==> src/rtl/approx_adder_err_sweeper_if.sv <==
// Operand, result and metric bundle between the error sweeper
// and the adder under evaluation / run control.
interface approx_adder_err_sweeper_if #(
    parameter int WIDTH = 8,
    parameter int SUM_W = 32
);
    logic               start;
    logic               abort;
    logic               mode;
    logic [2*WIDTH:0]   num_samples;
    logic [WIDTH-1:0]   op_a;
    logic [WIDTH-1:0]   op_b;
    logic [WIDTH:0]     dut_sum;
    logic               busy;
    logic               done;
    logic [2*WIDTH:0]   err_count;
    logic [WIDTH:0]     max_abs_err;
    logic [SUM_W-1:0]   sum_abs_err;

    // Environment side: run control and the adder result.
    modport master (
        output start,
        output abort,
        output mode,
        output num_samples,
        output dut_sum,
        input  op_a,
        input  op_b,
        input  busy,
        input  done,
        input  err_count,
        input  max_abs_err,
        input  sum_abs_err
    );

    // Sweeper side.
    modport slave (
        input  start,
        input  abort,
        input  mode,
        input  num_samples,
        input  dut_sum,
        output op_a,
        output op_b,
        output busy,
        output done,
        output err_count,
        output max_abs_err,
        output sum_abs_err
    );
endinterface

==> src/rtl/approx_adder_err_sweeper.sv <==
// Sequences operand pairs into an approximate adder and
// accumulates error count, max |error| and sum |error|.
module approx_adder_err_sweeper #(
    parameter int                 WIDTH     = 8,
    parameter int                 SUM_W     = 32,
    parameter logic [2*WIDTH-1:0] LFSR_TAPS = 16'hB400,
    parameter logic [2*WIDTH-1:0] LFSR_SEED = 16'h0001
) (
    input logic                       clk,
    input logic                       rst_n,
    approx_adder_err_sweeper_if.slave bus
);
    localparam int GW = 2 * WIDTH;
    localparam int CW = 2 * WIDTH + 1;

    localparam logic [GW-1:0] ONE_G = {{(GW-1){1'b0}}, 1'b1};
    localparam logic [CW-1:0] ONE_C = {{(CW-1){1'b0}}, 1'b1};
    // A zero seed would lock the LFSR, so it is replaced by 1.
    localparam logic [GW-1:0] SEED  =
        (LFSR_SEED == '0) ? ONE_G : LFSR_SEED;
    // Exhaustive runs cover every {op_b, op_a} pair.
    localparam logic [CW-1:0] N_EXH = {1'b1, {GW{1'b0}}};

    typedef enum logic [2:0] {
        S_IDLE,
        S_RUN,
        S_DRN1,
        S_DRN2,
        S_DONE
    } state_t;

    state_t state_q;
    state_t state_d;

    logic [GW-1:0]    gen_q;
    logic [GW-1:0]    lfsr_nxt;
    logic [CW-1:0]    idx_q;
    logic [CW-1:0]    nlim_q;
    logic             mode_q;

    logic             go;
    logic             empty;
    logic             last;
    logic             adv;

    logic             v1_q;
    logic [WIDTH:0]   ex1_q;
    logic [WIDTH:0]   du1_q;
    logic [WIDTH:0]   abs_d;
    logic [SUM_W:0]   sum_ext;
    logic [SUM_W-1:0] sum_nxt;

    logic [CW-1:0]    err_q;
    logic [WIDTH:0]   max_q;
    logic [SUM_W-1:0] sum_q;

    // Run-control decode: accepted start, empty random run, last vector.
    always_comb begin
        go    = bus.start &&
                ((state_q == S_IDLE) || (state_q == S_DONE));
        empty = bus.mode && (bus.num_samples == '0);
        last  = (idx_q == (nlim_q - ONE_C));
    end

    // State register.
    always_ff @(posedge clk or negedge rst_n) begin
        if (!rst_n) begin
            state_q <= S_IDLE;
        end else begin
            state_q <= state_d;
        end
    end

    // Next-state logic; abort wins over every busy transition.
    always_comb begin
        state_d = state_q;
        unique case (state_q)
            S_IDLE, S_DONE: begin
                if (go) begin
                    state_d = empty ? S_DRN1 : S_RUN;
                end
            end
            S_RUN: begin
                if (bus.abort) begin
                    state_d = S_IDLE;
                end else if (last) begin
                    state_d = S_DRN1;
                end
            end
            S_DRN1: begin
                state_d = bus.abort ? S_IDLE : S_DRN2;
            end
            S_DRN2: begin
                state_d = bus.abort ? S_IDLE : S_DONE;
            end
            default: begin
                state_d = S_IDLE;
            end
        endcase
    end

    // Status outputs decoded from the state.
    always_comb begin
        bus.busy = (state_q == S_RUN) ||
                   (state_q == S_DRN1) ||
                   (state_q == S_DRN2);
        bus.done = (state_q == S_DONE);
    end

    // One right-shift Galois step of the vector generator.
    always_comb begin
        lfsr_nxt = gen_q >> 1;
        if (gen_q[0]) begin
            lfsr_nxt = (gen_q >> 1) ^ LFSR_TAPS;
        end
        // Only step while staying in RUN so op_a/op_b hold afterwards.
        adv = (state_q == S_RUN) && (state_d == S_RUN);
    end

    // Vector generator, vector index and latched run parameters.
    always_ff @(posedge clk or negedge rst_n) begin
        if (!rst_n) begin
            gen_q  <= '0;
            idx_q  <= '0;
            nlim_q <= '0;
            mode_q <= 1'b0;
        end else if (go) begin
            if (!empty) begin
                gen_q <= bus.mode ? SEED : '0;
            end
            idx_q  <= '0;
            nlim_q <= bus.mode ? bus.num_samples : N_EXH;
            mode_q <= bus.mode;
        end else if (adv) begin
            gen_q <= mode_q ? lfsr_nxt : gen_q + ONE_G;
            idx_q <= idx_q + ONE_C;
        end
    end

    assign bus.op_a = gen_q[WIDTH-1:0];
    assign bus.op_b = gen_q[GW-1:WIDTH];

    // S1: capture exact sum and DUT result of the presented vector.
    always_ff @(posedge clk or negedge rst_n) begin
        if (!rst_n) begin
            v1_q  <= 1'b0;
            ex1_q <= '0;
            du1_q <= '0;
        end else begin
            v1_q  <= (state_q == S_RUN) && !bus.abort;
            ex1_q <= {1'b0, gen_q[WIDTH-1:0]} +
                     {1'b0, gen_q[GW-1:WIDTH]};
            du1_q <= bus.dut_sum;
        end
    end

    // S2: unsigned error magnitude and saturating accumulation.
    always_comb begin
        if (ex1_q >= du1_q) begin
            abs_d = ex1_q - du1_q;
        end else begin
            abs_d = du1_q - ex1_q;
        end
        sum_ext = {1'b0, sum_q} +
                  {{(SUM_W-WIDTH){1'b0}}, abs_d};
        sum_nxt = sum_ext[SUM_W] ? '1 : sum_ext[SUM_W-1:0];
    end

    // Metric registers; a new run clears them on the start edge.
    always_ff @(posedge clk or negedge rst_n) begin
        if (!rst_n) begin
            err_q <= '0;
            max_q <= '0;
            sum_q <= '0;
        end else if (go) begin
            err_q <= '0;
            max_q <= '0;
            sum_q <= '0;
        end else if (v1_q) begin
            if (abs_d != '0) begin
                err_q <= err_q + ONE_C;
            end
            if (abs_d > max_q) begin
                max_q <= abs_d;
            end
            sum_q <= sum_nxt;
        end
    end

    assign bus.err_count   = err_q;
    assign bus.max_abs_err = max_q;
    assign bus.sum_abs_err = sum_q;
endmodule
==> src/flat_wrapper.sv <==
// flat-port wrapper written by rule: the top's interface ports become plain ports
module approx_adder_err_sweeper_flat 
#(
    parameter int                 WIDTH     = 8,
    parameter int                 SUM_W     = 32,
    parameter logic [2*WIDTH-1:0] LFSR_TAPS = 16'hB400,
    parameter logic [2*WIDTH-1:0] LFSR_SEED = 16'h0001
)
  (clk, rst_n, bus_start, bus_abort, bus_mode, bus_num_samples, bus_dut_sum, bus_op_a, bus_op_b, bus_busy, bus_done, bus_err_count, bus_max_abs_err, bus_sum_abs_err);
  approx_adder_err_sweeper_if #(.WIDTH(WIDTH), .SUM_W(SUM_W)) bus_i ();
  input logic clk;
  input logic rst_n;
  input wire logic [$bits(bus_i.start)-1:0] bus_start;
  input wire logic [$bits(bus_i.abort)-1:0] bus_abort;
  input wire logic [$bits(bus_i.mode)-1:0] bus_mode;
  input wire logic [$bits(bus_i.num_samples)-1:0] bus_num_samples;
  input wire logic [$bits(bus_i.dut_sum)-1:0] bus_dut_sum;
  output wire logic [$bits(bus_i.op_a)-1:0] bus_op_a;
  output wire logic [$bits(bus_i.op_b)-1:0] bus_op_b;
  output wire logic [$bits(bus_i.busy)-1:0] bus_busy;
  output wire logic [$bits(bus_i.done)-1:0] bus_done;
  output wire logic [$bits(bus_i.err_count)-1:0] bus_err_count;
  output wire logic [$bits(bus_i.max_abs_err)-1:0] bus_max_abs_err;
  output wire logic [$bits(bus_i.sum_abs_err)-1:0] bus_sum_abs_err;
  assign bus_i.start = bus_start;
  assign bus_i.abort = bus_abort;
  assign bus_i.mode = bus_mode;
  assign bus_i.num_samples = bus_num_samples;
  assign bus_i.dut_sum = bus_dut_sum;
  assign bus_op_a = bus_i.op_a;
  assign bus_op_b = bus_i.op_b;
  assign bus_busy = bus_i.busy;
  assign bus_done = bus_i.done;
  assign bus_err_count = bus_i.err_count;
  assign bus_max_abs_err = bus_i.max_abs_err;
  assign bus_sum_abs_err = bus_i.sum_abs_err;
  approx_adder_err_sweeper #(.WIDTH(WIDTH), .SUM_W(SUM_W), .LFSR_TAPS(LFSR_TAPS), .LFSR_SEED(LFSR_SEED)) u_core (.clk(clk), .rst_n(rst_n), .bus(bus_i));
endmodule
==> config.mk <==
export PLATFORM = sky130hd
export DESIGN_NAME = approx_adder_err_sweeper_flat
export DESIGN_NICKNAME = d
export VERILOG_FILES = /design/src/rtl/approx_adder_err_sweeper_if.sv /design/src/rtl/approx_adder_err_sweeper.sv /design/src/flat_wrapper.sv
export SDC_FILE = /design/constraint.sdc
export NUM_CORES = 1
export LEC_CHECK = 0
export ABC_AREA = 1
export CAP_MARGIN = 30
export CORE_ASPECT_RATIO = 1.2
export CORE_UTILIZATION = 45
export DETAILED_ROUTE_END_ITERATION = 6
export GPL_ROUTABILITY_DRIVEN = 0
export PLACE_DENSITY = 0.66
export SKIP_LAST_GASP = 1
export SYNTH_ARGS = -nofsm -noshare
export SYNTH_HDL_FRONTEND = slang
export SYNTH_SLANG_ARGS = --single-unit
==> constraint.sdc <==
create_clock -name clk -period 3.9 [get_ports clk]
set_input_delay 0.78 -clock clk [delete_from_list [all_inputs] [get_ports clk]]
set_output_delay 0.78 -clock clk [all_outputs]
set_load 0.005 [all_outputs]
==> results.md <==
* Synth Instances at 1375
* Remaining design rule violation count at 0
* Placeable core region at 21000 um^2
* CTS tree: built
* Worst Path Arrival at 3.89 ns
* Routed length per instance at about 14 um
* Clock Power Share at 0.242
* Proportion of synthesized area in mux cells at 0
* Total nets after synthesis at 1457
* Routed Wire Length at 24.2 mm
* Global-route track usage on met3 at 0.0324
* Maximum number of pins on one net before global-route repair at 70
* Critical Path Fanout Max at 6
* Count of warnings emitted by yosys at 0
* Width of the die at 136 um
* Post-synthesis compound-gate area fraction at 0.0821
* Hold slack at around 0.36 ns
* Share of total power consumed by net switching at 0.412
* Worst-case vdd ir drop at around 0.00033 V
* CP Capture Type: flip-flop
* Required time of the critical path at 4.26 ns
* Max-cap violations at 0
* Area enclosed by the die boundary at about 22000 um^2
* Startpoint type of the worst setup path: flip-flop
* H-tree depth at 4
* Number of buffers created by CTS at 17
* PortBufs at 106
* Fmax at between 200 and 300 MHz
* # Post-CTS Setup Buffers at 0
* Top cell type by total area after synthesis: sky130_fd_sc_hd__dfrtp_1
* Fraction of synthesis flops using an asynchronous set or reset pin at 1.00
* Clock tree root driver cell: sky130_fd_sc_hd__clkbuf_16
* Clock input transition at the sequential cells of the worst setup and hold paths at 0.06 ns
* Min Tclk post-route at 3.53 ns
* Register-to-Register Setup Slack at 0.37 ns
* Site row count at 58
* Final clock period utilization by the worst path at 0.904
* DIE HEIGHT at 162 um
* Total count of hold-check failures in the final report at 0
* Number of enable flip-flop cells after synthesis at 0
* Leading cell type in the layout, fill and taps excluded: sky130_fd_sc_hd__nand2_1
* Gate power share at 0.461
* Status: finished clean
* Post-layout net count at 1555
* Unrepaired setup endpoints after global routing: yes
* Post-detailed-route via-to-cell ratio at 5.16
* Average footprint of a synthesized cell at roughly 7 um^2
* Largest family of logic cells by synthesized area: simple AND/OR/NAND/NOR gates
* Net switching power at approximately 2.6 mW
* Actual slew at the worst max-slew pin at ~0.87 ns
* Final setup violation count at 0
* Met2 global-route usage at 0.416
* Layer with the highest usage: met2
* Final global-route overflow total at 0
* Number of design-rule violations left by the first detailed-router iteration at 505
* Mapped Area at 9660 um^2
* Synthesized-area fraction occupied by and/or/nand/nor cells at 0.352
* Static leakage at approximately 5.7 nW
* Most frequent cells in the layout: sky130_fd_sc_hd__nand2_1, sky130_fd_sc_hd__inv_1, sky130_fd_sc_hd__nand3_1
* Total via count in the routed design at between 9000 and 10000
* Global-route wire length before repair at around 41 mm
* Synthesized flop and latch total at 131
* Max stage delay on crit path at 0.44 ns
* Library cell contributing the largest single delay on the critical path: sky130_fd_sc_hd__fa_1
* Min-Delay Path Class: in -> async
* Detailed-placement wirelength estimate at 18.0 mm
* Proportion of synthesized chip area in sequential cells at 0.339
* Area share of the largest cell type after synthesis at 0.339
* Pre-CTS worst setup slack at 0.307 ns
* Synthesized-area fraction occupied by adder cells at 0.0692
* Cell repeated most along the worst path: sky130_fd_sc_hd__nand2_1
* Detailed-routing iteration count for the pre-antenna-repair pass at 5
* Overall fraction of global-route tracks in use at 0.234
* ANT cells at 0
* Primary FF master, synth: sky130_fd_sc_hd__dfrtp_1
* Design internal power at roughly 3.7 mW
* Post-synthesis cell type count at 47
* Remaining antenna violation count after routing at 0
* Main area contributors after synthesis: sky130_fd_sc_hd__dfrtp_1, sky130_fd_sc_hd__nand2_1, sky130_fd_sc_hd__nand3_1
* Area growth from synthesis to layout at 19.2%
* XOR/XNOR Fraction of Synth Area at 0.0626
* Number of gates given a new drive strength after cts at 0
* # IOs at 107
* Worst-case clock skew at between 0.01 and 0.015 ns
* Worst path setup slack after routing at around 0.37 ns
* Fraction of final layout cells sized beyond drive strength 1 at 0.0653
* Number of max-slew violations in the final report at 0
* Power density normalized to cell area at ~550 nW/um^2
* Initial core utilization at 0.460
* Number of global-route vias before repair at 8762
* Cts hold-fix bufs at 0
* Worst-case headroom to the max-slew limit at 0.418
* Maximum clock path buffer count at 2
* Worst skew pair latency at 0.42 ns
* Number of antenna violations at the first check in global routing at 0
* Clock sink total at 131
* Share of total power in sequential cells at 0.297
* Type of the worst setup path: reg -> reg
* Met1 track utilization from global routing at 0.290
* Worst path cell trace: inv_1 -> ha_1 -> inv_1 -> fa_1 -> nand3_1 -> nand3_1 -> xor2_1 -> nand2_1 -> and2_4 -> ha_1 -> a21oi_1 -> o21a_1 -> nand2_1 -> a21oi_1 -> nor2_2 -> nand2_1 -> or2_2 -> nand3_1 -> nand2_1 -> nand2_1
-- sequential cells by signal, indices dropped and copies added, names as in the netlist --
name / cells
u_core.gen_q: 16
u_core.du1_q: 9
u_core.idx_q: 17
u_core.bus.max_abs_err: 9
u_core.ex1_q: 9
u_core.state_q: 3
u_core.nlim_q: 17
u_core.v1_q: 1
u_core.bus.err_count: 17
u_core.mode_q: 1
u_core.bus.sum_abs_err: 32
-- per-stage QoR --
step	util	instances	cell area [um^2]	setup TNS, ns	power, mW
floorplan	-	1375	9660	0	3.89
global placement	0.521	1724	10900	0	4.75
detailed placement	0.521	1724	10900	0	4.78
CTS	0.548	1755	11500	0	6.32
global route	0.549	1755	11500	-0.0235	6.84
finish	0.549	1755	11500	0	6.29
-- path summary, 6_finish.rpt --
kind / start / end / cells past startpoint
setup / recovery: u_core.ex1_q[0]$_DFF_PN0_ / u_core.bus.sum_abs_err[27]$_DFFE_PN0P_ / 20
hold / removal: rst_n / u_core.bus.max_abs_err[3]$_DFFE_PN0P_ / 1
setup reg to reg: u_core.ex1_q[0]$_DFF_PN0_ / u_core.bus.sum_abs_err[27]$_DFFE_PN0P_ / 20
hold reg to reg: u_core.bus.sum_abs_err[6]$_DFFE_PN0P_ / u_core.bus.sum_abs_err[6]$_DFFE_PN0P_ / 2
max in group asynchronous: rst_n / u_core.nlim_q[13]$_DFFE_PN0P_ / 2
min in group clk: u_core.bus.sum_abs_err[6]$_DFFE_PN0P_ / u_core.bus.sum_abs_err[6]$_DFFE_PN0P_ / 2
-- power by group through the flow --
stage	clock (mW)	sequential (mW)	combinational, mW
after floorplan	0	1.81	2.08
after global placement	0	1.89	2.85
after detailed placement	0	1.89	2.88
after CTS	1.55	1.87	2.90
after global routing	1.61	1.90	3.32
final	1.52	1.87	2.90
-- per-layer routing --
layer / vias up / share of wire
met2: 170 / 0.51
met1: 4224 / 0.45
met3: 34 / 0.028
met5: - / 0
met4: 0 / 0.016
li1: 4636 / -
-- Yosys cell counts (5+ instances only) --
master / instances
sky130_fd_sc_hd__nand2_1: 383
sky130_fd_sc_hd__inv_1: 186
sky130_fd_sc_hd__nand3_1: 144
sky130_fd_sc_hd__dfrtp_1: 131
sky130_fd_sc_hd__nor2_1: 96
sky130_fd_sc_hd__o21ai_0: 73
sky130_fd_sc_hd__xor2_1: 54
sky130_fd_sc_hd__ha_1: 47
sky130_fd_sc_hd__nand4_1: 43
sky130_fd_sc_hd__a21oi_1: 42
sky130_fd_sc_hd__nor3_1: 23
sky130_fd_sc_hd__clkbuf_1: 21
sky130_fd_sc_hd__nand2_2: 20
sky130_fd_sc_hd__xnor2_1: 15
sky130_fd_sc_hd__nor4_1: 10
sky130_fd_sc_hd__nor2_2: 7
sky130_fd_sc_hd__buf_6: 6
sky130_fd_sc_hd__o21bai_1: 6
sky130_fd_sc_hd__o22ai_1: 6
sky130_fd_sc_hd__or2_2: 6
sky130_fd_sc_hd__nand3_2: 5
sky130_fd_sc_hd__nor2_4: 5
-- critical path, delay by kind of cell (launching register included) --
kind,cells,cell delay (ns)
xor gates and xnor gates,1,0.17
and+or+nand+nor,11,1.41
adders and majority gates,3,0.94
DFF,1,0.38
AOI/OAI and AO/OA,3,0.40
buffers and inverters,2,0.16
-- final cells by class --
cell class	instances	area [um^2]
clock buffer	22	474
clock inverter	9	81.3
fill	2032	9470
inverter	192	721
multi-input combinational	1017	5480
sequential	131	3280
tap	270	338
timing repair buffer	114	1130
-- cells by family after synthesis --
kind of cell / Yosys count
and+or+nand+nor: 752
xor gates and xnor gates: 69
DFF: 131
AOI/OAI and AO/OA: 145
adders and majority gates: 51
buffers and inverters: 227
Power figures use the tool's default switching activity.
